File: src/rtl/cache_icb_arbiter.sv
// Shares the single BIU ICB port between the I-cache (requester 0) and D-cache (requester 1).
// Define ARB_DCACHE_PRIO_EN for fixed D-cache priority instead of round-robin.
module cache_icb_arbiter #(
    parameter int ADW        = 64,
    parameter int DW         = 64,
    parameter int OUTS_DEPTH = 4
) (
    input  logic              clk,
    input  logic              rst,
    input  logic [1:0]        m_cmd_valid,
    output logic [1:0]        m_cmd_ready,
    input  logic [2*ADW-1:0]  m_cmd_addr,
    input  logic [1:0]        m_cmd_read,
    input  logic [2*DW-1:0]   m_cmd_wdata,
    input  logic [15:0]       m_cmd_wmask,
    input  logic [1:0]        m_cmd_burst,
    output logic [1:0]        m_rsp_valid,
    input  logic [1:0]        m_rsp_ready,
    output logic [2*DW-1:0]   m_rsp_rdata,
    output logic [1:0]        m_rsp_err,
    output logic              arb2icb_cmd_valid,
    input  logic              arb2icb_cmd_ready,
    output logic [ADW-1:0]    arb2icb_cmd_addr,
    output logic              arb2icb_cmd_read,
    output logic [DW-1:0]     arb2icb_cmd_wdata,
    output logic [7:0]        arb2icb_cmd_wmask,
    input  logic              arb2icb_rsp_valid,
    output logic              arb2icb_rsp_ready,
    input  logic [DW-1:0]     arb2icb_rsp_rdata,
    input  logic              arb2icb_rsp_err,
    output logic              unexp_rsp
);

    localparam int PW = $clog2(OUTS_DEPTH);
    localparam logic [PW:0] FULL_CNT = OUTS_DEPTH[PW:0];

    typedef enum logic [1:0] {IDLE, GNT0, GNT1} state_e;

    state_e                state_q, state_d;
    logic                  lw_q, lw_d;
    logic                  lock_q, lock_d;
    logic [OUTS_DEPTH-1:0] tag_q;
    logic [PW-1:0]         wptr_q, rptr_q;
    logic [PW:0]           cnt_q;

    logic granted, gsel, fifoEmpty, fifoFull, head, rspPop, cmdBlocked, cmdPush, keepDcache;

    // A pop in the same cycle frees a slot, so a full FIFO only blocks when nothing drains.
    always_comb begin
        granted    = (state_q != IDLE);
        gsel       = (state_q == GNT1);
        fifoEmpty  = (cnt_q == '0);
        fifoFull   = (cnt_q == FULL_CNT);
        head       = tag_q[rptr_q];
        rspPop     = arb2icb_rsp_valid & !fifoEmpty & m_rsp_ready[head];
        cmdBlocked = fifoFull & !rspPop;
        cmdPush    = granted & m_cmd_valid[gsel] & arb2icb_cmd_ready & !cmdBlocked;
`ifdef ARB_DCACHE_PRIO_EN
        keepDcache = gsel;
`else
        keepDcache = 1'b0;
`endif
    end

    assign arb2icb_cmd_valid = granted & m_cmd_valid[gsel] & !cmdBlocked;
    assign arb2icb_cmd_addr  = !granted ? '0 : (gsel ? m_cmd_addr[ADW +: ADW] : m_cmd_addr[0 +: ADW]);
    assign arb2icb_cmd_read  = granted & m_cmd_read[gsel];
    assign arb2icb_cmd_wdata = !granted ? '0 : (gsel ? m_cmd_wdata[DW +: DW] : m_cmd_wdata[0 +: DW]);
    assign arb2icb_cmd_wmask = !granted ? '0 : (gsel ? m_cmd_wmask[15:8] : m_cmd_wmask[7:0]);
    assign m_cmd_ready       = {gsel, !gsel} & {2{granted & arb2icb_cmd_ready & !cmdBlocked}};

    assign m_rsp_valid       = {head, !head} & {2{arb2icb_rsp_valid & !fifoEmpty}};
    assign m_rsp_err         = m_rsp_valid & {2{arb2icb_rsp_err}};
    assign m_rsp_rdata       = {2{arb2icb_rsp_rdata}};
    assign arb2icb_rsp_ready = fifoEmpty | m_rsp_ready[head];
    assign unexp_rsp         = arb2icb_rsp_valid & fifoEmpty;

    // Non-burst handshakes hand over to the other requester in the same cycle.
    always_comb begin
        state_d = state_q;
        lw_d    = lw_q;
        lock_d  = lock_q;
        case (state_q)
            IDLE: begin
                if (m_cmd_valid == 2'b11) begin
`ifdef ARB_DCACHE_PRIO_EN
                    state_d = GNT1;
`else
                    state_d = lw_q ? GNT0 : GNT1;
                    lw_d    = !lw_q;
`endif
                end else if (m_cmd_valid[1]) begin
                    state_d = GNT1;
                end else if (m_cmd_valid[0]) begin
                    state_d = GNT0;
                end
            end
            default: begin
                if (cmdPush) begin
                    if (m_cmd_burst[gsel]) begin
                        lock_d = 1'b1;
                    end else begin
                        lock_d = 1'b0;
                        if (m_cmd_valid[!gsel] && !keepDcache) begin
                            state_d = gsel ? GNT0 : GNT1;
                        end
                    end
                end else if (!m_cmd_valid[gsel] && !lock_q) begin
                    state_d = IDLE;
                end
            end
        endcase
    end

    always_ff @(posedge clk) begin
        if (rst) begin
            state_q <= IDLE;
            lw_q    <= 1'b0;
            lock_q  <= 1'b0;
            tag_q   <= '0;
            wptr_q  <= '0;
            rptr_q  <= '0;
            cnt_q   <= '0;
        end else begin
            state_q <= state_d;
            lw_q    <= lw_d;
            lock_q  <= lock_d;
            if (cmdPush) begin
                tag_q[wptr_q] <= gsel;
                wptr_q        <= wptr_q + 1'b1;
            end
            if (rspPop) begin
                rptr_q <= rptr_q + 1'b1;
            end
            if (cmdPush && !rspPop) begin
                cnt_q <= cnt_q + 1'b1;
            end else if (!cmdPush && rspPop) begin
                cnt_q <= cnt_q - 1'b1;
            end
        end
    end

endmodule

File: config.mk
export PLATFORM = sky130hd
export DESIGN_NAME = cache_icb_arbiter
export DESIGN_NICKNAME = d
export VERILOG_FILES = /design/src/rtl/cache_icb_arbiter.sv
export SDC_FILE = /design/constraint.sdc
export NUM_CORES = 1
export LEC_CHECK = 0
export ABC_AREA = 1
export BUFFER_PORTS_ARGS = -buffer_cell sky130_fd_sc_hd__buf_2
export CORE_AREA = 2 2 244 246
export DETAILED_ROUTE_END_ITERATION = 8
export DIE_AREA = 0 0 246 248
export GPL_TIMING_DRIVEN = 0
export PLACE_DENSITY = 0.34
export SLEW_MARGIN = 20
export SYNTH_ARGS = -nofsm -noshare
export SYNTH_HDL_FRONTEND = slang
export SYNTH_SLANG_ARGS = --single-unit
File: constraint.sdc
create_clock -name clk -period 2.8 [get_ports clk]
set_input_delay 0.56 -clock clk [delete_from_list [all_inputs] [get_ports clk]]
set_output_delay 0.56 -clock clk [all_outputs]
set_load 0.02 [all_outputs]
==> metrics.md, run 1 <==
| Metric | Value |
|---|---|
| Worst slack, placed | -376 ps |
| Vias in the first global route | just over 5k |
| Avg Cell Area, Syn | approximately 7.3 sq um |
| WP buf/inv | 6 |
| Sw frac | 0.584 |
| Drt pass-1 iters | 4 |
| Hpwl dp | 24300 microns |
| CP Class | reg2out |
| Worst Setup End Kind | output port |
| Setup TNS | 0 ps |
| Routed wire length | between 20000 and 30000 microns |
| Max IR drop VDD | ~0.25 mV |
| CTS buffer count | 3 |
| Largest family of logic cells by synthesized area | compound AO/OA/AOI/OAI gates |
| Endpoints failing setup | 0 |
| Total GRT Usage | 0.0738 |
| H-tree depth | 1 |
| Power Density | 656 mW/mm^2 |
| Synth Cell Area | 0.00323 sq mm |
| Data arrival, critical path | roughly 2200 ps |
| Clock sinks | 15 |
| Adder-Cell Fraction of Synth Area | 0.0255 |
| GRT Residual Overflow | 0 |
| Net total in the final layout | about 1.4k |
| Yosys cell types | 24 |
| I/O pin total | around 620 |
| Slew HR | 0.622 |
| Fin crit share | 0.971 |
| Req. time, crit path | approximately 2200 ps |
| Fmax | 0.368 GHz |
| Core area | just under 0.06 sq mm |
| Largest net degree at the start of global routing | 11 |
| Pins Over Slew Limit | 0 |
| Slowest CP cell | dfxtp_1 |
| CTS tree | built |
| Worst hold path class | reg2reg |
| Top-count cell post-synth | a22o_1 |
| Initial Utilization | 0.0553 |
| Synthesis Warnings | 0 |
| RSZ-0062 raised after global routing | false |
| Fraction of layout cells with a size suffix above 1 | 0.722 |
| Most used DFF post-synth | dfxtp_1 |
| CTS Buffer Depth | 2 |
| Fin. Hold Viols | 0 |
| Post-synth EDFFs | 0 |
| Ys async rst share | 0 |
| Setup Skew | 1.28 ps |
| Area delta synth->final | 120% |
| Rows | 89 |
| Delay-heaviest family, CP | buffers and inverters |
| Worst path max stage delay | 380 ps |
| Iteration-0 DRC Markers | ~170 |
| Worst Setup Start Kind | flip-flop |
| Power Internal | 1.94 mW |
| Logic pwr share | 0.869 |
| Mux cell area share after synthesis | 0 |
| Die Height | ~250 microns |
| Post-synth top cells | a22o_1, buf_4, inv_1, nand2_1, clkbuf_1 |
| Initial antenna violation count | 5 |
| Clk Latency, worst-skew pair | 250 ps |
| Most frequent CP cell | buf_4 |
| Share of power burned in registers | 0.069 |
| Slew @ Worst Pin | approximately 570 ps |
| Routed via count | 5482 |
| Crit-path cells | inv_2 -> nand2_2 -> buf_4 -> inv_2 -> buf_4 -> buf_4 -> a22o_1 -> buf_2 |
| Port-buffer cells | 558 |
| # Max-Cap Violations | 0 |
| Global-route wire length before repair | 32400 microns |
| Top post-synthesis cells by area | a22o_1, buf_4, dfxtp_1, inv_1, nand2_1 |
| Power share of the clock group | 0.062 |
| Post-synthesis sequential area ratio | 0.0928 |
| Pleak | 4.07 nW |
| Gpl congestion | 0.802 |
| Detail Route Antenna Nets | 0 |
| Reg clk slew, reported paths | 50 ps |
| Mapped Nets | 796 |
| Final worst path period need | around 2700 ps |
| Post-DR wirelength/cell | 15.0 microns |
| Sw power | around 2.7 mW |
| Die Wd | 246 microns |
| Complex-gate fraction of the synthesized area | 0.420 |
| Final WS setup | 82.3 ps |
| Xor/xnor share of the synthesized area | 0 |
| Simple-Gate Fraction of Synth Area | 0.0836 |
| Crit-path max FO | 10 |
| DRC violation count after routing | 0 |
| Routed vias/inst | 3.08 |
| Clk root buf | clkbuf_16 |
| Yosys top cell area share | 0.371 |
| Die area | a little over 0.06 sq mm |
| Dominant cell type by area after synthesis | a22o_1 |
| Syn Inst Count | approximately 440 |
| #FFs+latches synth | 15 |
| Status | finished, final reports clean |
==> final cells by class <==
| type | instances | area [sq um] |
|---|---|---|
| sequential | 15 | 300 |
| antenna | 2 | 5.00 |
| fill | 6847 | 51400 |
| timing repair buffer | 558 | 2790 |
| multi-input combinational | 235 | 1710 |
| tap | 773 | 967 |
| clock buffer | 4 | 78.8 |
| inverter | 30 | 113 |
| buffer | 160 | 1130 |
==> cell usage in the layout, fill, tap and decap left out <==
cell,Yosys,final
buf_2,14,566
a22o_1,137,135
buf_4,128,133
inv_1,26,26
nand2_1,26,26
nor2_1,17,17
dfxtp_1,15,15
a21oi_1,14,14
clkbuf_1,18,12
o21ai_0,11,11
nand3_1,5,5
nor3_1,5,5
ha_1,5,5
inv_2,4,4
o21ai_1,4,4
clkbuf_2,0,4
nand2_2,3,3
clkbuf_4,0,3
clkbuf_16,0,3
diode_2,0,2
nor2_2,2,2
a22o_2,0,2
nand3_2,1,1
or2_1,1,1
buf_6,1,1
o211ai_1,1,1
o22ai_1,1,1
nor2_4,1,1
fa_1,1,1
==> per-stage QoR <==
step                      power, mW   util  std cells  instance area [sq um]  hold slack, ps
after floorplan                2.82      -        441                   3230             423
after global placement         4.38  0.120       1772                   6990             448
after detailed placement       4.35  0.120       1772                   6990             446
after CTS                      4.68  0.121       1776                   7090             455
after global routing           4.96  0.122       1777                   7100             482
final                          4.66  0.122       1777                   7100             448
==> worst paths after layout <==
kind,startpoint,to,slack (ps),cells after the start
worst min register to register,lw_q,lw_q,450,1
worst max register to register,state_q[0],cnt_q[2],250,15
worst min-delay path,lw_q,lw_q,450,1
worst max-delay path,state_q[0],arb2icb_cmd_addr[43],80,8
==> power groups by stage <==
| stage | registers [mW] | logic, mW | clock network (mW) |
|---|---|---|---|
| after CTS | 0.324 | 4.06 | 0.298 |
| after detailed placement | 0.329 | 4.03 | 0 |
| after global routing | 0.336 | 4.32 | 0.308 |
| final | 0.324 | 4.05 | 0.287 |
| after floorplan | 0.312 | 2.51 | 0 |
| after global placement | 0.328 | 4.05 | 0 |
==> kinds of logic (layout without fill, tap and decap cells) <==
kind of cell,after synthesis,count (layout)
buf+inv,191,752
compound gates,168,168
simple gates,61,61
flops,15,15
fa+ha+maj,6,6
other cells,0,2
==> what timing repair did <==
action	in CTS	in global routing
pin swaps	0	0
setup buffers	0	0
hold buffers	0	0
gates resized for setup	11	7
endpoints found under the setup margin	110	12
==> registers in the layout, summed over array words and instances (netlist names) <==
name / count
rptr_q: 2
lw_q: 1
wptr_q: 2
tag_q: 4
lock_q: 1
cnt_q: 3
state_q: 2
==> metal layers <==
metal  wire [microns]  GRT usage  part of all wire
met5               35          0            0.0013
met4             1300     0.0376             0.049
met3             3580     0.0267              0.13
met2            13400      0.138              0.50
met1             8270     0.0709              0.31
Note: power is estimated with default switching activity, not from simulation.
==> run 2: changes to the inputs <==
Settings changed: CORE_AREA 2 2 244 246 to 2 2 239 241, DIE_AREA 0 0 246 248 to 0 0 241 243.
==> metrics.md, run 2 (synthesized netlist as in run 1, its figures left out) <==
| Metric | Value |
|---|---|
| Slew @ Worst Pin | 551 ps (-16.0 ps) |
| Area of the multi-input gates | 0.00171 sq mm (-0.15%) |
| Slew HR | 0.633 (+0.0107) |
| Detail Route Antenna Nets | 0 (unchanged) |
| Final worst path period need | 2630 ps (-83.2 ps) |
| Fin. Hold Viols | 0 (unchanged) |
| Worst slack, placed | -394 ps (-18.3 ps) |
| Reg clk slew, reported paths | 60 ps (about the same) |
| GRT Residual Overflow | 0 (unchanged) |
| Req. time, crit path | 2240 ps (about the same) |
| Clk root buf | clkbuf_16 |
| CTS Hold Bufs | 0 (unchanged) |
| H-tree depth | 1 (unchanged) |
| Reg2Reg Setup Slack | 340 ps (+90 ps) |
| Global-route wire length before repair | 31800 microns (-1.8%) |
| Sequential Area | 302 sq um (+0.42%) |
| Final Power | 4.56 mW (-2.3%) |
| Post-DP Area | 0.00697 sq mm (-0.29%) |
| Die Height | 243 microns (-2.0%) |
| Worst Setup End Kind | output port |
| I/O pin total | 623 (unchanged) |
| Area delta synth->final | 119% |
| Biggest regs | tag_q (4), cnt_q (3) |
| Fraction of layout cells with a size suffix above 1 | 0.721 (about the same) |
| Iteration-0 DRC Markers | 127 (-26%) |
| Setup Skew | 8.30 ps (+7.02 ps) |
| Commonest non-fill, non-tap cells in the layout | buf_2, a22o_1, buf_4, inv_1, nand2_1 |
| CP Class | reg2out |
| Status | finished, final reports clean |
| Endpoints failing setup | 0 (unchanged) |
| Cells on Worst Hold Path | 1 (unchanged) |
| Worst hold path class | reg2reg |
| Final WS setup | 166 ps (+83.2 ps) |
| DRC violation count after routing | 0 (unchanged) |
| # Max-Cap Violations | 0 (unchanged) |
| Data arrival, critical path | 2070 ps (-90 ps) |
| FILL cells | 6550 (-4.3%) |
| Vias in the first global route | 5319 (+5.2%) |
| Fin crit share | 0.941 (-0.0297) |
| Non-filler cells, final | 1760 (-0.96%) |
| Pins Over Slew Limit | 0 (unchanged) |
| Routed vias/inst | 3.08 (-0.29%) |
| Pleak | 4.07 nW (about the same) |
| Setup TNS | 0 ps (unchanged) |
| Final Instance Area | 0.00707 sq mm (-0.44%) |
| Initial Utilization | 0.0578 (+0.00248) |
| Port-buffer cells | 558 (unchanged) |
| Max FFs per register | 4 (unchanged) |
| Die Wd | 241 microns (-2.0%) |
| Crit-path max FO | 10 (unchanged) |
| Placed Cells incl. Taps | 1755 (-0.96%) |
| CTS Buffer Depth | 2 (unchanged) |
| Reg-to-Reg End | cnt_q[2] |
| Power Density | 644 mW/mm^2 (-1.8%) |
| Clk Latency, worst-skew pair | 250 ps (about the same) |
| Critical R2R Launch | state_q[0] |
| Routed wire length | 24700 microns (-6.9%) |
| Routed via count | 5414 (-1.2%) |
| Clock sinks | 15 (unchanged) |
| CTS tree | built |
| Hpwl dp | 22200 microns (-8.5%) |
| Initial antenna violation count | 4 (-1) |
| Hold EP | lw_q |
| RSZ-0062 raised after global routing | false |
| Worst Setup Start Kind | flip-flop |
| Worst R2R Path Depth | 16 (+1) |
| Rows | 87 (-2.2%) |
| Net total in the final layout | 1359 (+0.074%) |
| Hold Crit Start | lw_q |
| Fmax | 0.380 GHz (+3.2%) |
| Gpl congestion | 0.864 (+7.7%) |
| Largest net degree at the start of global routing | 11 (unchanged) |
| Post-DR wirelength/cell | 14.1 microns (-6.0%) |
| Total GRT Usage | 0.0740 (+0.000164) |
| Commonest non-fill, non-tap cell in the layout | buf_2 |
| Drt pass-1 iters | 4 (unchanged) |
| Core area | 0.0560 sq mm (-4.3%) |
| Max IR drop VDD | 0.233 mV (-6.2%) |
| Die area | 0.0586 sq mm (-4.0%) |
| Largest Register | tag_q |
| CTS buffer count | 3 (unchanged) |
[run 2: cell count changes in the layout (fill, tap and decap cells not counted), moves of 2 or more]
cell / delta
clkbuf_4: -3
a22o_1: +2
buf_4: -5
buf_2: +6
a22o_2: -2
[run 2: layout make-up]
class | count | share of cell area
Tap cell | 756 | 0.134
Clock buffer | 3 | 0.0106
Buffer | 161 | 0.159
Clock inverter | 1 | 0.000708
Sequential cell | 15 | 0.0426
Multi-Input combinational cell | 235 | 0.242
Antenna cell | 1 | 0.000354
Inverter | 30 | 0.0159
Timing Repair Buffer | 558 | 0.395
[run 2: per-stage QoR]
step | utilization | hold slack [ps]
finish | 0.126 | 464
global route | 0.126 | 486
CTS | 0.126 | 467
detailed placement | 0.125 | 459
global placement | 0.125 | 448
floorplan | - | 423
[run 2: worst max-delay path, cell delays in order, from the launching register on]
cell	delay, ps
dfxtp_2	350
inv_2	80
nand2_2	60
buf_2	200
inv_2	110
buf_2	240
buf_2	320
a22o_1	260
buf_2	190
[run 2: worst max-delay path by stage]
| stage | startpoint | endpoint | slack, ps | cells past startpoint |
|---|---|---|---|---|
| 2_1_floorplan | m_cmd_valid[0] | cnt_q[2] | 420 | 15 |
| 3_3_place_gp | state_q[0] | arb2icb_cmd_addr[30] | -520 | 8 |
| 3_5_place_dp | state_q[0] | arb2icb_cmd_wmask[5] | -390 | 4 |
| 4_1_cts | state_q[0] | arb2icb_cmd_addr[13] | 20 | 4 |
| 5_1_grt | rptr_q[0] | cnt_q[2] | 1 | 16 |
| 6_report | state_q[0] | arb2icb_cmd_wdata[53] | 170 | 8 |
[run 2: what timing repair did]
action / 4_1_cts / 5_1_grt
gates resized for setup: 6 / 4
endpoints found under the setup margin: 112 / 7
buffers inserted: 0 / 0
endpoints found under the hold margin: 0 / 0
[run 2: routing by layer]
layer  routed length, microns  vias to the layer above  GRT usage
li1                         -                     2585          -
met1                     8050                     2373     0.0695
met2                    13500                      430      0.157
met3                     2180                       26    0.00773
met4                     1040                        0     0.0301
met5                        0                        -          0
[run 2: power by group]
part           total (mW)  switching [mW]  internal (mW)
Sequential          0.324          0.0531          0.270
Clock               0.287          0.0960          0.191
Combinational        3.95            2.48           1.46
==> run 3: changes to the inputs <==
Settings changed: RECOVER_POWER set to 100.
==> metrics.md, run 3 (synthesized netlist as in run 1, its figures left out) <==
| Metric | Value |
|---|---|
| Status | finished, final reports clean |
| Die Wd | 241 microns (unchanged) |
| Clk root buf | clkbuf_16 |
| Initial antenna violation count | 4 (unchanged) |
| Net total in the final layout | 1359 (unchanged) |
| Worst Setup Start Kind | flip-flop |
| DRC violation count after routing | 0 (unchanged) |
| Global-route wire length before repair | 31800 microns (unchanged) |
| Routed vias/inst | 3.07 (about the same) |
| Non-filler cells, final | 1761 (+0.057%) |
| CP Class | reg2out |
| Die area | 0.0586 sq mm (unchanged) |
| Worst path max stage delay | 350 ps (about the same) |
| Fin. Hold Viols | 0 (unchanged) |
| Endpoints failing setup | 0 (unchanged) |
| Max IR drop VDD | 0.232 mV (-0.45%) |
| Worst Setup End Kind | output port |
| Hpwl dp | 22200 microns (unchanged) |
| Max FFs per register | 4 (unchanged) |
| Post-DR wirelength/cell | 14.1 microns (+0.44%) |
| Clock sinks | 15 (unchanged) |
| Crit-path max FO | 10 (unchanged) |
| GRT Residual Overflow | 0 (unchanged) |
| Pleak | 3.26 nW (-20%) |
| Drt pass-1 iters | 4 (unchanged) |
| Total GRT Usage | 0.0740 (unchanged) |
| Power Density | 650 mW/mm^2 (+0.90%) |
| CTS tree | built |
| Iteration-0 DRC Markers | 157 (+24%) |
| Gpl congestion | 0.864 (unchanged) |
| Slew HR | 0.608 (-0.0245) |
| Commonest non-fill, non-tap cell in the layout | buf_2 |
| Reg-to-Reg End | cnt_q[2] |
| CTS Buffer Depth | 2 (unchanged) |
| Detail Route Antenna Nets | 0 (unchanged) |
| Hold Crit Start | lw_q |
| Cells on Worst Hold Path | 1 (unchanged) |
| WP buf/inv | 6 (unchanged) |
| Req. time, crit path | 2240 ps (about the same) |
| Setup TNS | 0 ps (unchanged) |
| Placed Cells incl. Taps | 1755 (unchanged) |
| Vias in the first global route | 5319 (unchanged) |
| Worst slack, placed | -394 ps (unchanged) |
| Worst hold path class | reg2reg |
| Reg clk slew, reported paths | 60 ps (about the same) |
| RSZ-0062 raised after global routing | false |
| Port-buffer cells | 558 (unchanged) |
| Slowest CP cell | dfxtp_2 |
| Rows | 87 (unchanged) |
| Initial Utilization | 0.0578 (unchanged) |
| Delay-heaviest family, CP | buffers and inverters |
| Critical R2R Launch | state_q[0] |
| Hold EP | lw_q |
| Core area | 0.0560 sq mm (unchanged) |
| Routed wire length | 24900 microns (+0.49%) |
| Slew @ Worst Pin | 590 ps (+39.3 ps) |
| Reg2Reg Setup Slack | 340 ps (about the same) |
| Setup Skew | 8.30 ps (+0.000980 ps) |
| Crit-path cells | inv_2 -> nand2_2 -> buf_2 -> inv_2 -> buf_2 -> clkbuf_2 -> a22o_1 -> clkbuf_2 |
| H-tree depth | 1 (unchanged) |
| Largest Register | tag_q |
| Largest net degree at the start of global routing | 11 (unchanged) |
| Final Instance Area | 0.00677 sq mm (-4.3%) |
| Die Height | 243 microns (unchanged) |
| Fraction of layout cells with a size suffix above 1 | 0.476 (-0.245) |
| Routed via count | 5414 (unchanged) |
| Commonest non-fill, non-tap cells in the layout | buf_2, clkbuf_1, a22o_1, buf_4, clkbuf_2 |
| Data arrival, critical path | 2090 ps (+20 ps) |
| CTS buffer count | 3 (unchanged) |
| Final Util | 0.121 (-0.00548) |
| Biggest regs | tag_q (4), cnt_q (3) |
| # Max-Cap Violations | 0 (unchanged) |
| Final WS setup | 148 ps (-17.0 ps) |
| Post-DP Area | 0.00697 sq mm (unchanged) |
| Final worst path period need | 2650 ps (+17.0 ps) |
| Pins Over Slew Limit | 0 (unchanged) |
| Worst R2R Path Depth | 16 (unchanged) |
| Area delta synth->final | 109% |
| Clk Latency, worst-skew pair | 250 ps (about the same) |
| I/O pin total | 623 (unchanged) |
| Fin crit share | 0.947 (+0.00609) |
| Fmax | 0.377 GHz (-0.64%) |
==> run 3: final cells by class <==
| cell class | instances | area (sq um) |
|---|---|---|
| diodes | 2 | 5.00 |
| inverters | 30 | 113 |
| flip-flops and latches | 15 | 302 |
| fillers | 6657 | 49200 |
| well taps | 756 | 946 |
| plain buffers | 161 | 1130 |
| multi-input cells | 235 | 1710 |
| clock inverters | 1 | 5.00 |
| clock buffers | 3 | 75.1 |
| repair buffers | 558 | 2490 |
==> run 3: how the worst max path moves through the flow <==
stage	startpoint	endpoint	cells past startpoint
final	state_q[0]	arb2icb_cmd_wdata[53]	8
after global routing	rptr_q[0]	cnt_q[2]	16
after CTS	state_q[0]	arb2icb_cmd_addr[13]	4
after detailed placement	state_q[0]	arb2icb_cmd_wmask[5]	4
after global placement	state_q[0]	arb2icb_cmd_addr[30]	8
after floorplan	m_cmd_valid[0]	cnt_q[2]	15
==> run 3: through the flow <==
stage | total power [mW] | hold WS, ps
after floorplan | 2.82 | 423
after global placement | 4.33 | 448
after detailed placement | 4.30 | 459
after CTS | 4.61 | 467
after global routing | 4.73 | 486
final | 4.40 | 464
==> run 3: per-layer routing <==
metal | share of wire | track usage | wire length, microns | vias to the layer above
met4 | 0.034 | 0.0301 | 856 | 0
met3 | 0.086 | 0.00773 | 2140 | 26
met1 | 0.33 | 0.0695 | 8180 | 2376
met2 | 0.55 | 0.157 | 13700 | 422
li1 | - | - | - | 2590
met5 | 0 | 0 | 0 | -
==> run 3: repair_timing <==
action | 4_1_cts | 5_1_grt
resized for setup | 6 | 4
cloned | 0 | 0
hold buffers | 0 | 0
setup buffers | 0 | 0
endpoints found under the setup margin | 112 | 7
==> run 3: power breakdown <==
group	internal, mW	switching, mW	total, mW
Clock	0.191	0.0960	0.287
Combinational	1.28	2.51	3.79
Sequential	0.270	0.0539	0.324
Total	1.74	2.66	4.40
